### src/rtl/cpu8080_pkg.sv
// Shared types and select encodings for the 8080 machine-cycle sequencer.
// Cycle types, T-state encoding, status bit positions and register-select constants.
package cpu8080_pkg;

  typedef enum logic [2:0] {
    CYC_FETCH  = 3'd0,
    CYC_MEM_RD = 3'd1,
    CYC_MEM_WR = 3'd2,
    CYC_IO_RD  = 3'd3,
    CYC_IO_WR  = 3'd4,
    CYC_INTA   = 3'd5
  } cyc_type_e;

  // IDLE must encode as zero so the debug state reads 0 out of reset
  typedef enum logic [2:0] {
    TS_IDLE = 3'd0,
    TS_T1   = 3'd1,
    TS_T2   = 3'd2,
    TS_TW   = 3'd3,
    TS_T3   = 3'd4,
    TS_T4   = 3'd5
  } tstate_e;

  localparam int ST_INTA  = 0;
  localparam int ST_WO_N  = 1;
  localparam int ST_STACK = 2;
  localparam int ST_HLTA  = 3;
  localparam int ST_OUT   = 4;
  localparam int ST_M1    = 5;
  localparam int ST_INP   = 6;
  localparam int ST_MEMR  = 7;

  localparam logic [2:0] SEL16_BC = 3'd0;
  localparam logic [2:0] SEL16_DE = 3'd1;
  localparam logic [2:0] SEL16_HL = 3'd2;
  localparam logic [2:0] SEL16_SP = 3'd3;
  localparam logic [2:0] SEL16_PC = 3'd4;

  localparam logic [3:0] SEL8_B  = 4'd0;
  localparam logic [3:0] SEL8_C  = 4'd1;
  localparam logic [3:0] SEL8_D  = 4'd2;
  localparam logic [3:0] SEL8_E  = 4'd3;
  localparam logic [3:0] SEL8_H  = 4'd4;
  localparam logic [3:0] SEL8_L  = 4'd5;
  localparam logic [3:0] SEL8_A  = 4'd7;
  localparam logic [3:0] SEL8_SP = 4'd8;
  localparam logic [3:0] SEL8_PC = 4'd9;

  // Unused encodings 6 and 7 fall back to a plain memory read
  function automatic cyc_type_e decode_cyc_type(input logic [2:0] raw);
    return (raw > 3'd5) ? CYC_MEM_RD : cyc_type_e'(raw);
  endfunction

  function automatic logic [7:0] cyc_status(input cyc_type_e t, input logic [2:0] addr_sel);
    logic [7:0] s;
    s           = '0;
    s[ST_INTA]  = (t == CYC_INTA);
    s[ST_WO_N]  = !((t == CYC_MEM_WR) || (t == CYC_IO_WR));
    s[ST_STACK] = (addr_sel == SEL16_SP);
    s[ST_HLTA]  = 1'b0;
    s[ST_OUT]   = (t == CYC_IO_WR);
    s[ST_M1]    = (t == CYC_FETCH) || (t == CYC_INTA);
    s[ST_INP]   = (t == CYC_IO_RD);
    s[ST_MEMR]  = (t == CYC_FETCH) || (t == CYC_MEM_RD);
    return s;
  endfunction

endpackage

### src/rtl/machine_cycle_seq_wait_state_ctr.sv
// Wait-state counter: loads the forced wait count in T1 and counts down to zero
// while the sequencer sits in T2/TW; never wraps below zero.
module wait_state_ctr #(
  parameter int                 WAIT_W   = 4,
  parameter logic [WAIT_W-1:0]  LOAD_VAL = '0
) (
  input  logic clk,
  input  logic rst_n,
  input  logic load,
  input  logic dec,
  output logic zero
);

  logic [WAIT_W-1:0] cnt;

  always_ff @(posedge clk or negedge rst_n) begin
    if (!rst_n) begin
      cnt <= '0;
    end else if (load) begin
      cnt <= LOAD_VAL;
    end else if (dec && (cnt != '0)) begin
      cnt <= cnt - 1'b1;
    end
  end

  assign zero = (cnt == '0);

endmodule

### src/rtl/machine_cycle_seq.sv
// 8080 machine-cycle / T-state sequencer: one cycle request at a time, T1..T4 plus wait states.
// Optional bus hold/acknowledge (hold_i/hlda_o) is built when HOLD_EN is defined.
module machine_cycle_seq
  import cpu8080_pkg::*;
#(
  parameter int FIXED_WAIT = 0,
  parameter int WAIT_W     = 4
) (
  input  logic       clk50M_i,
  input  logic       rst_ni,
  input  logic       cyc_req_i,
  input  logic [2:0] cyc_type_i,
  input  logic [2:0] cyc_addr_sel_i,
  input  logic [3:0] cyc_reg_sel_i,
  input  logic       cyc_pc_inc_i,
  input  logic       ready_i,
`ifdef HOLD_EN
  input  logic       hold_i,
  output logic       hlda_o,
`endif
  output logic       cyc_ack_o,
  output logic       cyc_done_o,
  output logic [2:0] reg16_sel_o,
  output logic [3:0] reg8_sel_o,
  output logic       latch_wr_o,
  output logic       latch_rd_o,
  output logic       pc_inc_o,
  output logic       ir_wr_o,
  output logic       reg_write_o,
  output logic       reg_read_o,
  output logic       mem_rd_o,
  output logic       mem_wr_o,
  output logic       sync_o,
  output logic [7:0] status_o,
  output logic       wait_o,
  output logic [2:0] t_state_o
);

  tstate_e    state, state_nxt;
  cyc_type_e  cap_type;
  logic [2:0] cap_addr_sel;
  logic [3:0] cap_reg_sel;
  logic       cap_pc_inc;

  logic is_m1, is_write, is_read, is_final, bus_free, ack;
  logic hold_block, bus_held, cnt_zero;

  assign is_m1    = (cap_type == CYC_FETCH) || (cap_type == CYC_INTA);
  assign is_write = (cap_type == CYC_MEM_WR) || (cap_type == CYC_IO_WR);
  assign is_read  = !is_write;
  assign is_final = (state == TS_T4) || ((state == TS_T3) && !is_m1);
  assign bus_free = (state == TS_IDLE) || is_final;

`ifdef HOLD_EN
  logic hlda_q;

  // Hold is only honoured at a cycle boundary and keeps acks off until hlda has dropped again
  always_ff @(posedge clk50M_i or negedge rst_ni) begin
    if (!rst_ni) begin
      hlda_q <= 1'b0;
    end else if (hlda_q) begin
      hlda_q <= hold_i;
    end else begin
      hlda_q <= hold_i && bus_free;
    end
  end

  assign hold_block = hold_i || hlda_q;
  assign bus_held   = hlda_q;
  assign hlda_o     = hlda_q;
`else
  assign hold_block = 1'b0;
  assign bus_held   = 1'b0;
`endif

  assign ack = cyc_req_i && rst_ni && bus_free && !hold_block;

  always_ff @(posedge clk50M_i or negedge rst_ni) begin
    if (!rst_ni) begin
      state        <= TS_IDLE;
      cap_type     <= CYC_FETCH;
      cap_addr_sel <= '0;
      cap_reg_sel  <= '0;
      cap_pc_inc   <= 1'b0;
    end else begin
      state <= state_nxt;
      if (ack) begin
        cap_type     <= decode_cyc_type(cyc_type_i);
        cap_addr_sel <= cyc_addr_sel_i;
        cap_reg_sel  <= cyc_reg_sel_i;
        cap_pc_inc   <= cyc_pc_inc_i;
      end
    end
  end

  wait_state_ctr #(
    .WAIT_W   (WAIT_W),
    .LOAD_VAL (WAIT_W'(FIXED_WAIT))
  ) u_wait_ctr (
    .clk   (clk50M_i),
    .rst_n (rst_ni),
    .load  (state == TS_T1),
    .dec   ((state == TS_T2) || (state == TS_TW)),
    .zero  (cnt_zero)
  );

  // A request seen in the final clock chains straight into T1 without an IDLE bubble
  always_comb begin
    state_nxt = state;
    case (state)
      TS_IDLE: state_nxt = ack ? TS_T1 : TS_IDLE;
      TS_T1:   state_nxt = TS_T2;
      TS_T2,
      TS_TW:   state_nxt = (ready_i && cnt_zero) ? TS_T3 : TS_TW;
      TS_T3:   state_nxt = is_m1 ? TS_T4 : (ack ? TS_T1 : TS_IDLE);
      TS_T4:   state_nxt = ack ? TS_T1 : TS_IDLE;
      default: state_nxt = TS_IDLE;
    endcase
  end

  always_comb begin
    logic in_cycle, data_phase;
    in_cycle    = (state != TS_IDLE);
    data_phase  = (state == TS_T2) || (state == TS_TW) || (state == TS_T3);

    cyc_ack_o   = ack;
    cyc_done_o  = is_final;
    sync_o      = (state == TS_T1);
    latch_wr_o  = (state == TS_T1);
    reg16_sel_o = (state == TS_T1) ? cap_addr_sel : 3'd0;
    latch_rd_o  = in_cycle && !bus_held;
    reg8_sel_o  = in_cycle ? cap_reg_sel : 4'd0;
    status_o    = in_cycle ? cyc_status(cap_type, cap_addr_sel) : 8'd0;
    pc_inc_o    = (state == TS_T2) && cap_pc_inc;
    mem_rd_o    = is_read && data_phase;
    reg_read_o  = is_write && data_phase;
    mem_wr_o    = is_write && (state == TS_T3);
    ir_wr_o     = is_m1 && (state == TS_T3);
    reg_write_o = ((cap_type == CYC_MEM_RD) || (cap_type == CYC_IO_RD)) && (state == TS_T3);
    wait_o      = (state == TS_TW);
    t_state_o   = state;
  end

endmodule
### config.mk
export PLATFORM = sky130hd
export DESIGN_NAME = machine_cycle_seq
export DESIGN_NICKNAME = d
export VERILOG_FILES = /design/src/rtl/cpu8080_pkg.sv /design/src/rtl/machine_cycle_seq_wait_state_ctr.sv /design/src/rtl/machine_cycle_seq.sv
export SDC_FILE = /design/constraint.sdc
export NUM_CORES = 1
export LEC_CHECK = 0
export ABC_AREA = 0
export BUFFER_PORTS_ARGS = -buffer_cell sky130_fd_sc_hd__buf_2
export CELL_PAD_IN_SITES_DETAIL_PLACEMENT = 0
export CELL_PAD_IN_SITES_GLOBAL_PLACEMENT = 1
export CORE_MARGIN = 2
export CORE_UTILIZATION = 34
export DETAILED_ROUTE_END_ITERATION = 10
export PLACE_DENSITY = 0.76
export SLEW_MARGIN = 20
export SYNTH_ARGS = -nofsm -noshare
export SYNTH_HDL_FRONTEND = slang
export SYNTH_SLANG_ARGS = --single-unit
### constraint.sdc
create_clock -name clk50M_i -period 2.2 [get_ports clk50M_i]
set_input_delay 0.44 -clock clk50M_i [delete_from_list [all_inputs] [get_ports clk50M_i]]
set_output_delay 0.44 -clock clk50M_i [all_outputs]
set_load 0.1 [all_outputs]
==> results.md <==
* Largest net degree at the start of global routing at 19
* Global Route Usage Sum at 0.150
* Vias at approximately 950
* R2r startpoint: t_state_o[0]
* Die height at around 60 um
* CP Class: flop to primary output
* Area growth, synth to finish at 67.5%
* H-tree Lvls at 1
* Status: finished clean
* Sequential area share after synthesis at 0.425
* CTS buffer count at 3
* Wirelength per Cell at 12.8 um
* Post-synth EDFFs at 0
* Cell Area, Synth at 0.00106 mm2
* Clock tree root driver cell: clkbuf_4
* DP Worst Slack at 0.238 ns
* CP startpoint kind: flop
* Die X-Extent at around 60 um
* DP Area at roughly 0.0017 mm2
* Commonest non-fill, non-tap cell in the layout: buf_2
* Max cap viols at 0
* Initial Utilization at 0.353
* Hold Path Class: primary input to asynchronous set/reset pin
* Setup crit end: ir_wr_o
* Post-synth ARST share at 1.00
* TritonCTS Sinks at 18
* Non-Filler Instances at 193
* Min Clock Period, post-route at 2.13 ns
* Commonest cells after routing, fill and taps aside: 30 x buf_2, 14 x dfrtp_1, 12 x buf_12, 12 x buf_4, 11 x nand2_1
* Fill count at 252
* Main synth FF type: dfrtp_1
* Critical path fanouts, max at 4
* Clock slew at reported path FFs at 0.10 ns
* Syn. warnings at 0
* R2R Setup Slk at 0.39 ns
* RR Endpoint: cap_addr_sel[2]
* Clock buffer depth at 2
* Worst Reg-to-Reg Cells at 5
* I/O Buffers at 43
* Total gr overflow at 0
* Setup-failing EPs final at 0
* Mean post-synth cell area at between 10 and 15 um2
* Area contributors post-synth: dfrtp_1 42%, mux2_4 8.5%, mux2i_1 5.7%
* First-pass GRT wire length at 4050 um
* Diode count at 0
* Fraction of layout cells with a size suffix above 1 at 0.644
* First-iteration detailed-routing DRC count at 22
* CP Data Arrival Time at 1.69 ns
* Worst path required time at 1.76 ns
* Yosys reg bits at 18
* Design Area, Final at 0.00178 mm2
* Vias/cell at 4.90
* CTS tree: built
* TNS Setup at 0 ns
* DRT Pass-1 Iters at 4
* # DRC at 0
* Mapped Cells at 106
* Row cnt at 20
* Top cell type by total area after synthesis: dfrtp_1
* Worst setup EP type: primary output
* Final wirelength at 2480 um
* Synth top area share at 0.425
* Final Skew at 0.00279 ns
* Placed Cells at 180
* Unique masters post-synth at 29
* Post-route ant nets at 0
* Skew-Pair Late Insertion Delay at 0.29 ns
* Die area at 0.00358 mm2
* Max Fclk at 469 MHz
* Syn nets at 123
* I/O pins at 45
* GP Congestion at 0.707
* Dpl hpwl at 1870 um
* RSZ-0062 raised after global routing: no
* Initial antenna violation count at 0
* Worst setup path startpoint: t_state_o[1]
* Post-route setup slack at 0.0666 ns
* Final Max Slew Viols at 0
* Vias in the first global route at 948
* Period Utilization, post-route at 0.970
* Nets at 178
* Placeable Area at 0.00300 mm2
* Post-CTS Hold Buffers at 0
* Final Hold Viols at 0
[worst max-delay path, stage by stage (launching register included)]
cell and delay [ns]:
dfrtp_4 0.52, nor2_4 0.13, nand2_2 0.09, or3_4 0.40, clkinvlp_4 0.09, buf_12 0.16
[worst min path at each step]
stage,endpoint,startpoint,slack [ns],cells after the start
after floorplan,cap_addr_sel[0],rst_ni,0.14,0
after global placement,t_state_o[2],rst_ni,0.45,2
after detailed placement,t_state_o[2],rst_ni,0.44,2
after CTS,cap_addr_sel[0],rst_ni,0.12,2
after global routing,t_state_o[1],rst_ni,0.13,2
final,t_state_o[2],rst_ni,0.12,2
[logic make-up (layout without fill, tap and decap cells)]
group	count (synthesis)	count (layout)	share of synthesized area
simple gates	49	49	0.249
mux	15	15	0.173
flops	18	18	0.425
other cells	1	1	0.00353
xor+xnor	2	2	0.0236
buf+inv	15	69	0.0719
compound gates	4	4	0.0307
fa+ha+maj	2	2	0.0236
[sequential cells by signal, summed over array words and instances, names as in the netlist]
| register | count |
|---|---|
| cap_type | 3 |
| cap_pc_inc | 1 |
| u_wait_ctr.cnt | 4 |
| cap_reg_sel | 4 |
| t_state_o | 3 |
| cap_addr_sel | 3 |
[synth_stat cells (2+ instances only)]
library cell	count
clkbuf_1	2
nand2_1	12
dfrtp_1	18
and2_1	5
mux2_4	6
nor2_1	6
nand2b_1	3
ha_1	2
nor3_1	6
a21oi_1	2
nor4b_1	2
nor2b_1	6
nand3_1	2
nor3b_1	3
buf_4	3
mux2_2	3
inv_1	8
mux2i_1	6
[metal layers]
metal / track usage / share of wire / wire, um / vias to the layer above
li1: - / - / - / 451
met1: 0.186 / 0.42 / 1040 / 451
met2: 0.239 / 0.48 / 1190 / 39
met3: 0.0433 / 0.082 / 202 / 4
met4: 0.0667 / 0.015 / 38 / 0
met5: 0 / 0 / 0 / -
[final cells by class]
| type | instances | area [um2] | share of cell area |
|---|---|---|---|
| sequential | 18 | 463 | 0.261 |
| timing repair buffer | 57 | 500 | 0.282 |
| tap | 33 | 41.3 | 0.0232 |
| clock buffer | 4 | 36.3 | 0.0204 |
| multi-input combinational | 73 | 694 | 0.391 |
| inverter | 8 | 41.3 | 0.0232 |
[per-stage QoR]
step	hold WS, ns	util
2_1_floorplan	0.144	-
3_3_place_gp	0.447	0.550
3_5_place_dp	0.443	0.550
4_1_cts	0.115	0.582
5_1_grt	0.129	0.592
6_report	0.117	0.592
[timing repair]
item | CTS | global route
hold endpoints to repair | 0 | 0
setup buffers | 7 | 2
pin swaps | 1 | 0
resized for setup | 2 | 6
setup endpoints to repair | 5 | 7
Power is left out: the tool's default activity adds up to more than one toggle a clock period on the data nets, which glitch-free logic cannot reach.
